**src/rtl/alu.sv**
```systemverilog
// Registered WIDTH-bit ALU: ADD, SUB, AND, OR selected by a 2-bit opcode.
// Result, carry/borrow and zero flag are captured together on the rising clock edge.
module alu #(
    parameter int WIDTH = 5
) (
    input  logic             clk,
    input  logic             rst,
    input  logic [WIDTH-1:0] a,
    input  logic [WIDTH-1:0] b,
    input  logic [1:0]       op,
    output logic [WIDTH-1:0] f,
    output logic             carry,
    output logic             zero
);

    typedef enum logic [1:0] {
        OP_ADD = 2'b00,
        OP_SUB = 2'b01,
        OP_AND = 2'b10,
        OP_OR  = 2'b11
    } op_t;

    logic [WIDTH:0]   sum_ext;
    logic [WIDTH:0]   diff_ext;
    logic [WIDTH-1:0] f_next;
    logic             carry_next;

    // The extra top bit of the widened subtraction is the borrow: it is set exactly when a < b.
    assign sum_ext  = {1'b0, a} + {1'b0, b};
    assign diff_ext = {1'b0, a} - {1'b0, b};

    always_comb begin
        // NOTE: defaults ahead of the case keep every path assigned, so no latch is inferred.
        f_next     = '0;
        carry_next = 1'b0;
        case (op_t'(op))
            OP_ADD: begin
                f_next     = sum_ext[WIDTH-1:0];
                carry_next = sum_ext[WIDTH];
            end
            OP_SUB: begin
                f_next     = diff_ext[WIDTH-1:0];
                carry_next = diff_ext[WIDTH];
            end
            OP_AND:  f_next = a & b;
            OP_OR:   f_next = a | b;
            default: f_next = '0;
        endcase
    end

    // zero comes from f_next so the flag is registered in step with f.
    always_ff @(posedge clk or posedge rst) begin
        // NOTE: non-blocking assignments here so every register samples pre-edge values.
        if (rst) begin
            f     <= '0;
            carry <= 1'b0;
            zero  <= 1'b1;
        end else begin
            f     <= f_next;
            carry <= carry_next;
            zero  <= (f_next == '0);
        end
    end

endmodule

```
**config.mk**
```make
export PLATFORM = sky130hd
export DESIGN_NAME = alu
export DESIGN_NICKNAME = d
export VERILOG_FILES = /design/src/rtl/alu.sv
export SDC_FILE = /design/constraint.sdc
export NUM_CORES = 1
export LEC_CHECK = 0
export ABC_AREA = 1
export CORE_AREA = 5 5 49 51
export DETAILED_ROUTE_END_ITERATION = 10
export DIE_AREA = 0 0 54 56
export GPL_TIMING_DRIVEN = 0
export PLACE_DENSITY = 0.76
export SLEW_MARGIN = 40
export SYNTH_ARGS = -nofsm -noshare
export SYNTH_HDL_FRONTEND = slang
export SYNTH_SLANG_ARGS = --single-unit
```
**constraint.sdc**
```tcl
create_clock -name clk -period 1.6 [get_ports clk]
set_input_delay 0.32 -clock clk [delete_from_list [all_inputs] [get_ports clk]]
set_output_delay 0.32 -clock clk [all_outputs]
set_load 0.05 [all_outputs]
```
==> results of run 1 <==
## timing repair
item                       CTS  global route
gates resized for setup     23            16
setup buffers                3             1
pin swaps                    5             4
setup endpoints to repair   13             6
hold buffers                 0             0
## cell usage in the layout, fill, tap and decap left out, drive strengths merged, types with 2 or more instances in the layout
cell           synthesis  final
o21ai                  5      5
dfrtp                  6      6
nor3                   2      2
ha                    15     15
buf                    1      7
nand2                 24     24
or2                    2      2
clkbuf                 0      6
nor2                   9      9
inv                   24     24
dlymetal6s2s           0      3
nand3                 16     16
fa                     2      2
a21oi                  5      5
clkdlybuf4s50          0      4
dlygate4sd2            0      7
## through the flow
| step | std cells | setup TNS, ns | instance area, um^2 |
|---|---|---|---|
| 2_1_floorplan | 115 | 0 | 852 |
| 3_3_place_gp | 161 | -2.69 | 1080 |
| 3_5_place_dp | 161 | -2.89 | 1080 |
| 4_1_cts | 168 | -0.0649 | 1130 |
| 5_1_grt | 169 | 0 | 1160 |
| 6_report | 169 | 0 | 1160 |
## cells in the mapped netlist, types with 2 or more instances
cell type	count
o21ai_0	4
a21oi_1	4
inv_1	21
ha_1	15
nand2_1	23
inv_2	3
dfrtp_1	6
fa_1	2
nand3_2	3
nand3_1	13
nor2_1	8
## where the power goes
| part | total [mW] | internal (mW) | switching (mW) |
|---|---|---|---|
| Combinational | 0.356 | 0.132 | 0.224 |
| Clock | 0.153 | 0.0947 | 0.0584 |
| Sequential | 0.203 | 0.199 | 0.00398 |
| Total | 0.712 | 0.425 | 0.287 |
## layout make-up
cell class / count / share of cell area
clock buffer: 4 / 0.0226
buffer: 1 / 0.00969
inverter: 24 / 0.0775
sequential: 7 / 0.152
tap: 27 / 0.0291
timing repair buffer: 23 / 0.171
multi-input combinational: 83 / 0.538
## logic make-up (layout without fill, tap and decap cells)
family,count (synthesis),count (layout),synth area share
and+or+nand+nor,55,55,0.320
buffers and inverters,25,52,0.122
adders and majority gates,17,17,0.274
AOI/OAI and AO/OA,11,11,0.0722
DFF,7,7,0.212
## path summary, 6_finish.rpt
check / startpoint / end / slack [ns] / depth (start not counted)
max: zero / zero / 0.04 / 1
min: rst / f[1] / 0.30 / 2
max in group asynchronous: rst / zero / 1.04 / 2
min in group clk: op[1] / carry / 0.41 / 4
## routing by layer
| layer | GRT usage | wire length, um | part of all wire |
|---|---|---|---|
| met2 | 0.260 | 1060 | 0.55 |
| met5 | 0 | 0 | 0 |
| met1 | 0.142 | 772 | 0.40 |
| met3 | 0.0134 | 69 | 0.036 |
| met4 | 0.0534 | 14 | 0.0073 |
## registers in the layout, summed over array words and instances (netlist names)
name and count:
carry 1, f 5, zero 1
==> metrics.txt, run 1 <==
Post-synth EDFFs=0; drt pass-1 iters=4; CTS tree=yes; maximum clock path buffer count=2; final net count=174; # fillers=168; top cells by area, synth=ha_1 23%, dfrtp_1 18%, nand2_1 10%, inv_1 9.5%, nand3_1 7.8%; status=completed; H-tree levels=1; vias per cell=4.73; register area=176 um^2; Initial Util=0.438; initial antenna violation count=0; ANT nets after route=0; Main synth FF type=dfrtp_1; routed via count=800; Hold Path Class=input port to async pin; post-route worst setup slack=0.0435 ns; post-synthesis register bit count=7; Core Util, Final=0.611; die height=56 um; ys async rst share=1.00; GRT Total Usage=0.136; Core Area=1900 um^2; Post-route DRC=0; drt initial violations=7; top cell type's share of synthesized area=0.226; Pwr Density=613 nW/um^2; crit share post-route=0.973; GPL Wtd Cong=0.761; Critical Path Start Type=register; clk sink count=7; Mapped Cells=115; die width=54 um; Crit path max-delay family=flip-flops; post-DP HPWL=1.54 mm; critical path, cell by cell=clkdlybuf4s15_1; Leakage=0.626 nW; synthesized area=832 um^2; Rows=16; global-route wire length before repair=3.18 mm; Ports=21; Reg clk slew, reported paths=0.05 ns; CP Class=register to output port; Min Clock Period, post-route=1.56 ns; max-cap violations=0; Synth Area per Inst=7.24 um^2; Worst setup EP type=output port; Num CTS Buffers=3; vias in the first global route=807; final setup violation count=0; RSZ-0062 raised after global routing=false; Final Hold Viols=0; DIE AREA=3020 um^2; Arrival @ worst endpoint=1.24 ns; Crit path largest cell delay=0.51 ns; routed length per instance=11.3 um; CP max-delay cell=dfstp_2; ant diodes=0; total power=0.712 mW; CP bufs+invs=1; Max Slew Vio Count=0; largest net degree at the start of global routing=11; Seq/Total Area, Yosys=0.212; Place WS=-0.619 ns; area of the multi-input gates=626 um^2; Fmax achieved=0.642 GHz; Synth warnings=0; Min Hold Slack=0.302 ns; remaining global-route overflow=0; Post-Syn Nets=146; Synth cell types=24; area grow syn2layout=39.7%; Peak VDD IR=271 uV; I/O Buffers=19; area leader, netlist=ha_1; Max-slew headroom=0.667; ratio of cells with drive above 1 in the final layout=0.289; data required time of the worst path=1.28 ns; Max FO, Critical Path=1; root buffer cell=clkbuf_4; Slew @ Worst Pin=0.502 ns; routed wire length=1.92 mm
No activity file was read; power rests on OpenSTA's default activity.
==> inputs of run 2 (changes only) <==
--- a/config.mk
+++ b/config.mk
@@ -10,6 +10,7 @@
 export DETAILED_ROUTE_END_ITERATION = 10
 export DIE_AREA = 0 0 54 56
 export GPL_TIMING_DRIVEN = 0
+export MAX_ROUTING_LAYER = met4
 export PLACE_DENSITY = 0.76
 export SLEW_MARGIN = 40
 export SYNTH_ARGS = -nofsm -noshare
==> metrics.txt, run 2 (synthesis gave the netlist of run 1 again) <==
Max-slew headroom=0.667; drt initial violations=9; root buffer cell=clkbuf_4; largest net degree at the start of global routing=11; critical path, cell by cell=clkdlybuf4s15_1; ANT nets after route=0; Worst setup EP type=output port; Crit path largest cell delay=0.51 ns; H-tree levels=1; Post-route DRC=0; final setup violation count=0; final net count=174; Num CTS Buffers=3; vias in the first global route=808; Pwr Density=617 nW/um^2; Ports=21; most flop-heavy register=f; RSZ-0062 raised after global routing=false; maximum clock path buffer count=2; commonest non-fill, non-tap cells in the layout=23 x nand2_1, 15 x inv_1, 13 x nand3_1; post-DP HPWL=1.54 mm; Worst path depth=1; post-route worst setup slack=0.0390 ns; max reg flops=5; DIE AREA=3020 um^2; remaining global-route overflow=0; Place WS=-0.619 ns; Arrival @ worst endpoint=1.24 ns; Slew @ Worst Pin=0.502 ns; final instance area=1160 um^2; max-cap violations=0; data required time of the worst path=1.28 ns; Initial Util=0.438; die height=56 um; ant diodes=0; Min Hold Slack=0.293 ns; Final Hold Viols=0; CP Class=register to output port; Rows=16; status=completed; routed via count=803; Post-CTS Hold Buffers=0; Critical Path Start Type=register; Core Area=1900 um^2; Post-Route Setup TNS=0 ns; GPL Wtd Cong=0.771; routed length per instance=11.4 um; ratio of cells with drive above 1 in the final layout=0.289; Hold Path Class=input port to async pin; Leakage=0.626 nW; CP max-delay cell=dfstp_2; area grow syn2layout=39.7%; drt pass-1 iters=4; most common cell after layout, fill and taps aside=nand2_1; Fmax achieved=0.641 GHz; total power=0.718 mW; vias per cell=4.75; crit share post-route=0.976; routed wire length=1.92 mm; global-route wire length before repair=3.18 mm; CTS tree=yes; Max FO, Critical Path=1; GRT Total Usage=0.139; Peak VDD IR=276 uV; placed inst area=1080 um^2; largest registers=f: 5 flops, carry: 1 flops, zero: 1 flops; CP bufs+invs=1; Reg clk slew, reported paths=0.05 ns; Max Slew Vio Count=0; clk sink count=7; Min Clock Period, post-route=1.56 ns; I/O Buffers=19; Crit path max-delay family=flip-flops; die width=54 um; initial antenna violation count=0
-- run 2: cell counts in the layout (fill, tap and decap cells not counted) --
Identical to the previous run, type by type.
-- run 2: layout make-up --
| type | count | area (um^2) |
|---|---|---|
| buffer | 1 | 11.3 |
| multi-input combinational | 83 | 626 |
| inverter | 24 | 90.1 |
| clock buffer | 4 | 26.3 |
| sequential | 7 | 176 |
| timing repair buffer | 23 | 199 |
| tap | 27 | 33.8 |
| fill | 168 | 739 |
-- run 2: path summary, 6_finish.rpt --
kind                       endpoint  slack [ns]  startpoint
max in group asynchronous      zero        1.04         rst
min in group clk              carry        0.40       op[1]
worst max-delay path           zero        0.04        zero
worst min-delay path           f[3]        0.29         rst
-- run 2: repair_timing --
item | CTS | global route
pin swaps | 5 | 4
resized for setup | 23 | 16
buffers inserted | 3 | 1
setup endpoints to repair | 13 | 6
-- run 2: per-layer routing --
| layer | global-route usage | vias up | wire length (um) |
|---|---|---|---|
| met5 | - | - | 0 |
| met2 | 0.260 | 18 | 1050 |
| li1 | - | 414 | - |
| met3 | 0.0107 | 4 | 61 |
| met4 | 0.0534 | 0 | 31 |
| met1 | 0.143 | 367 | 784 |
-- run 2: stage by stage --
stage / utilization / instances
floorplan: - / 115
global placement: 0.566 / 161
detailed placement: 0.566 / 161
CTS: 0.595 / 168
global route: 0.611 / 169
finish: 0.611 / 169
-- run 2: report_power, final --
group | internal, mW | switching, mW | total (mW)
sequential | 0.199 | 0.00398 | 0.203
clock | 0.0950 | 0.0635 | 0.159
combinational | 0.132 | 0.225 | 0.356
==> inputs of run 3 (changes only) <==
==> config.mk (replaced) <==
export PLATFORM = sky130hd
export DESIGN_NAME = alu
export DESIGN_NICKNAME = d
export VERILOG_FILES = /design/src/rtl/alu.sv
export SDC_FILE = /design/constraint.sdc
export NUM_CORES = 1
export LEC_CHECK = 0
export ABC_AREA = 0
export CORE_AREA = 5 5 48 50
export DETAILED_ROUTE_END_ITERATION = 10
export DIE_AREA = 0 0 53 55
export GPL_TIMING_DRIVEN = 0
export MAX_ROUTING_LAYER = met4
export PLACE_DENSITY = 0.75
export SLEW_MARGIN = 40
export SYNTH_ARGS = -nofsm -noshare
export SYNTH_HDL_FRONTEND = slang
export SYNTH_SLANG_ARGS = --single-unit
==> metrics.txt, run 3 <==
Min Hold Slack=0.289 ns; max-cap violations=0; most flop-heavy register=f; maximum clock path buffer count=2; Mapped Cells=79; # fillers=180; initial antenna violation count=0; post-route worst setup slack=-0.334 ns; dpl cells=125; Num CTS Buffers=3; post-synthesis register bit count=7; die height=55 um; Slew @ Worst Pin=0.490 ns; Post-route DRC=0; H-tree levels=1; Synth cell types=30; data required time of the worst path=1.77 ns; Leakage=0.530 nW; vias in the first global route=723; placed inst area=1060 um^2; ys async rst share=1.00; GPL Wtd Cong=0.753; Synth warnings=0; RSZ-0062 raised after global routing=true; Worst setup EP type=register; final setup violation count=3; crit share post-route=1.21; Rows=16; Main synth FF type=dfrtp_1; multiplexer share of the synthesized area=0.101; routed via count=650; CP Class=input port to register; CTS tree=yes; I/O Buffers=19; Initial Util=0.411; non-filler instance count after layout=132; Critical Path Start Type=input port; CP max-delay cell=mux4_2; Max FO, Critical Path=2; critical path, cell by cell=buf_12 > inv_12 > ha_4 > inv_2 > fa_2 > xnor2_1 > mux4_2 > or3_1 > nor3_2; most common cell in the netlist=inv_1; Reg clk slew, reported paths=0.05 ns; Place WS=-1.19 ns; top cells by area, synth=ha_1 25%, dfrtp_1 20%, inv_1 9.3%, mux4_2 8.8%, fa_1 5.2%; top cell type's share of synthesized area=0.245; Ports=21; ratio of cells with drive above 1 in the final layout=0.362; Final Hold Viols=0; Pwr Density=629 nW/um^2; ANT nets after route=0; post-DP HPWL=1.24 mm; synthesized area=766 um^2; root buffer cell=clkbuf_4; Fmax achieved=0.517 GHz; Peak VDD IR=295 uV; Arrival @ worst endpoint=2.10 ns; status=complete, but fails checks; global-route wire length before repair=2.79 mm; vias per cell=4.92; ant diodes=0; die width=53 um; area grow syn2layout=49.7%; Post-CTS Hold Buffers=0; most frequent cells after synthesis=19 x inv_1, 15 x ha_1, 6 x dfrtp_1; Core Util, Final=0.616; max reg flops=5; Post-synth EDFFs=0; Max-slew headroom=0.675; Core Area=1860 um^2; Post-Synth Simple-Gate Area=0.0931; commonest non-fill, non-tap cells in the layout=11 x inv_1, 11 x ha_1, 8 x dlygate4sd2_1; Crit path largest cell delay=0.47 ns; final instance area=1150 um^2; Post-Synth XOR/XNOR Area=0.0343; Hold Path Class=input port to async pin; routed length per instance=11.9 um; drt initial violations=5; Synth Area in Compound Gates=0.124; Synth Area per Inst=9.69 um^2; main combinational cell family by area after synthesis=adder cells; area leader, netlist=ha_1; failing checks=negative setup slack; Post-Synth Adder-Cell Area=0.297; final net count=137; remaining global-route overflow=0; largest registers=f: 5 flops, carry: 1 flops, zero: 1 flops; GRT Total Usage=0.136; Max Slew Vio Count=0; DIE AREA=2920 um^2; Seq/Total Area, Yosys=0.230; Min Clock Period, post-route=1.93 ns; routed wire length=1.58 mm; drt pass-1 iters=3; largest net degree at the start of global routing=11; Post-Syn Nets=110; clk sink count=7
run 3: repair_timing:
| item | 4_1_cts | 5_1_grt |
|---|---|---|
| resized for setup | 53 | 4 |
| buffers inserted | 2 | 1 |
| pin swaps | 7 | 4 |
| setup endpoints to repair | 13 | 4 |
run 3: report_power, final:
group | leakage [nW] | switching [mW] | total, mW | internal, mW
sequential | 0.0806 | 0.00357 | 0.203 | 0.200
combinational | 0.435 | 0.210 | 0.362 | 0.152
clock | 0.0150 | 0.0611 | 0.156 | 0.0949
total | 0.530 | 0.275 | 0.721 | 0.446
run 3: layout make-up:
class / count / area, um^2 / share of cell area
inverters: 19 / 98.8 / 0.0862
repair buffers: 22 / 209 / 0.182
well taps: 27 / 33.8 / 0.0295
multi-input cells: 50 / 579 / 0.505
flip-flops and latches: 7 / 176 / 0.154
clock buffers: 4 / 26.3 / 0.0229
plain buffers: 3 / 22.5 / 0.0197
run 3: final timing paths:
kind                       slack, ns  start  depth (start not counted)    end
setup / recovery               -0.33   a[0]                          9   zero
hold / removal                  0.29    rst                          2   f[1]
max in group asynchronous       1.05    rst                          2   zero
min in group clk                0.53  op[1]                          2  carry
run 3: logic make-up (layout without fill, tap and decap cells):
logic type	count (synthesis)	count (layout)
AND/OR/NAND/NOR	12	12
flip-flops	7	7
AO/OA/AOI/OAI	14	14
XOR/XNOR	3	3
adder cells (fa/ha/maj)	17	17
multiplexers	4	4
buffers and inverters	22	48
run 3: layer usage:
layer	global-route usage	share of wire	vias to the layer above
li1	-	-	314
met1	0.126	0.39	315
met2	0.262	0.53	17
met3	0.0214	0.059	4
met4	0.0809	0.020	0
met5	-	0	-
run 3: per-stage QoR:
step / total power [mW] / TNS, ns
2_1_floorplan: 0.440 / -0.722
3_3_place_gp: 0.550 / -5.17
3_5_place_dp: 0.557 / -5.31
4_1_cts: 0.713 / -0.569
5_1_grt: 0.775 / -0.645
6_report: 0.721 / -0.553
run 3: worst max-delay path, delay by kind of cell:
| kind | cells | cell delay [ns] |
|---|---|---|
| simple gates | 2 | 0.52 |
| mux | 1 | 0.47 |
| xor+xnor | 1 | 0.13 |
| buf+inv | 3 | 0.19 |
| fa+ha+maj | 2 | 0.48 |
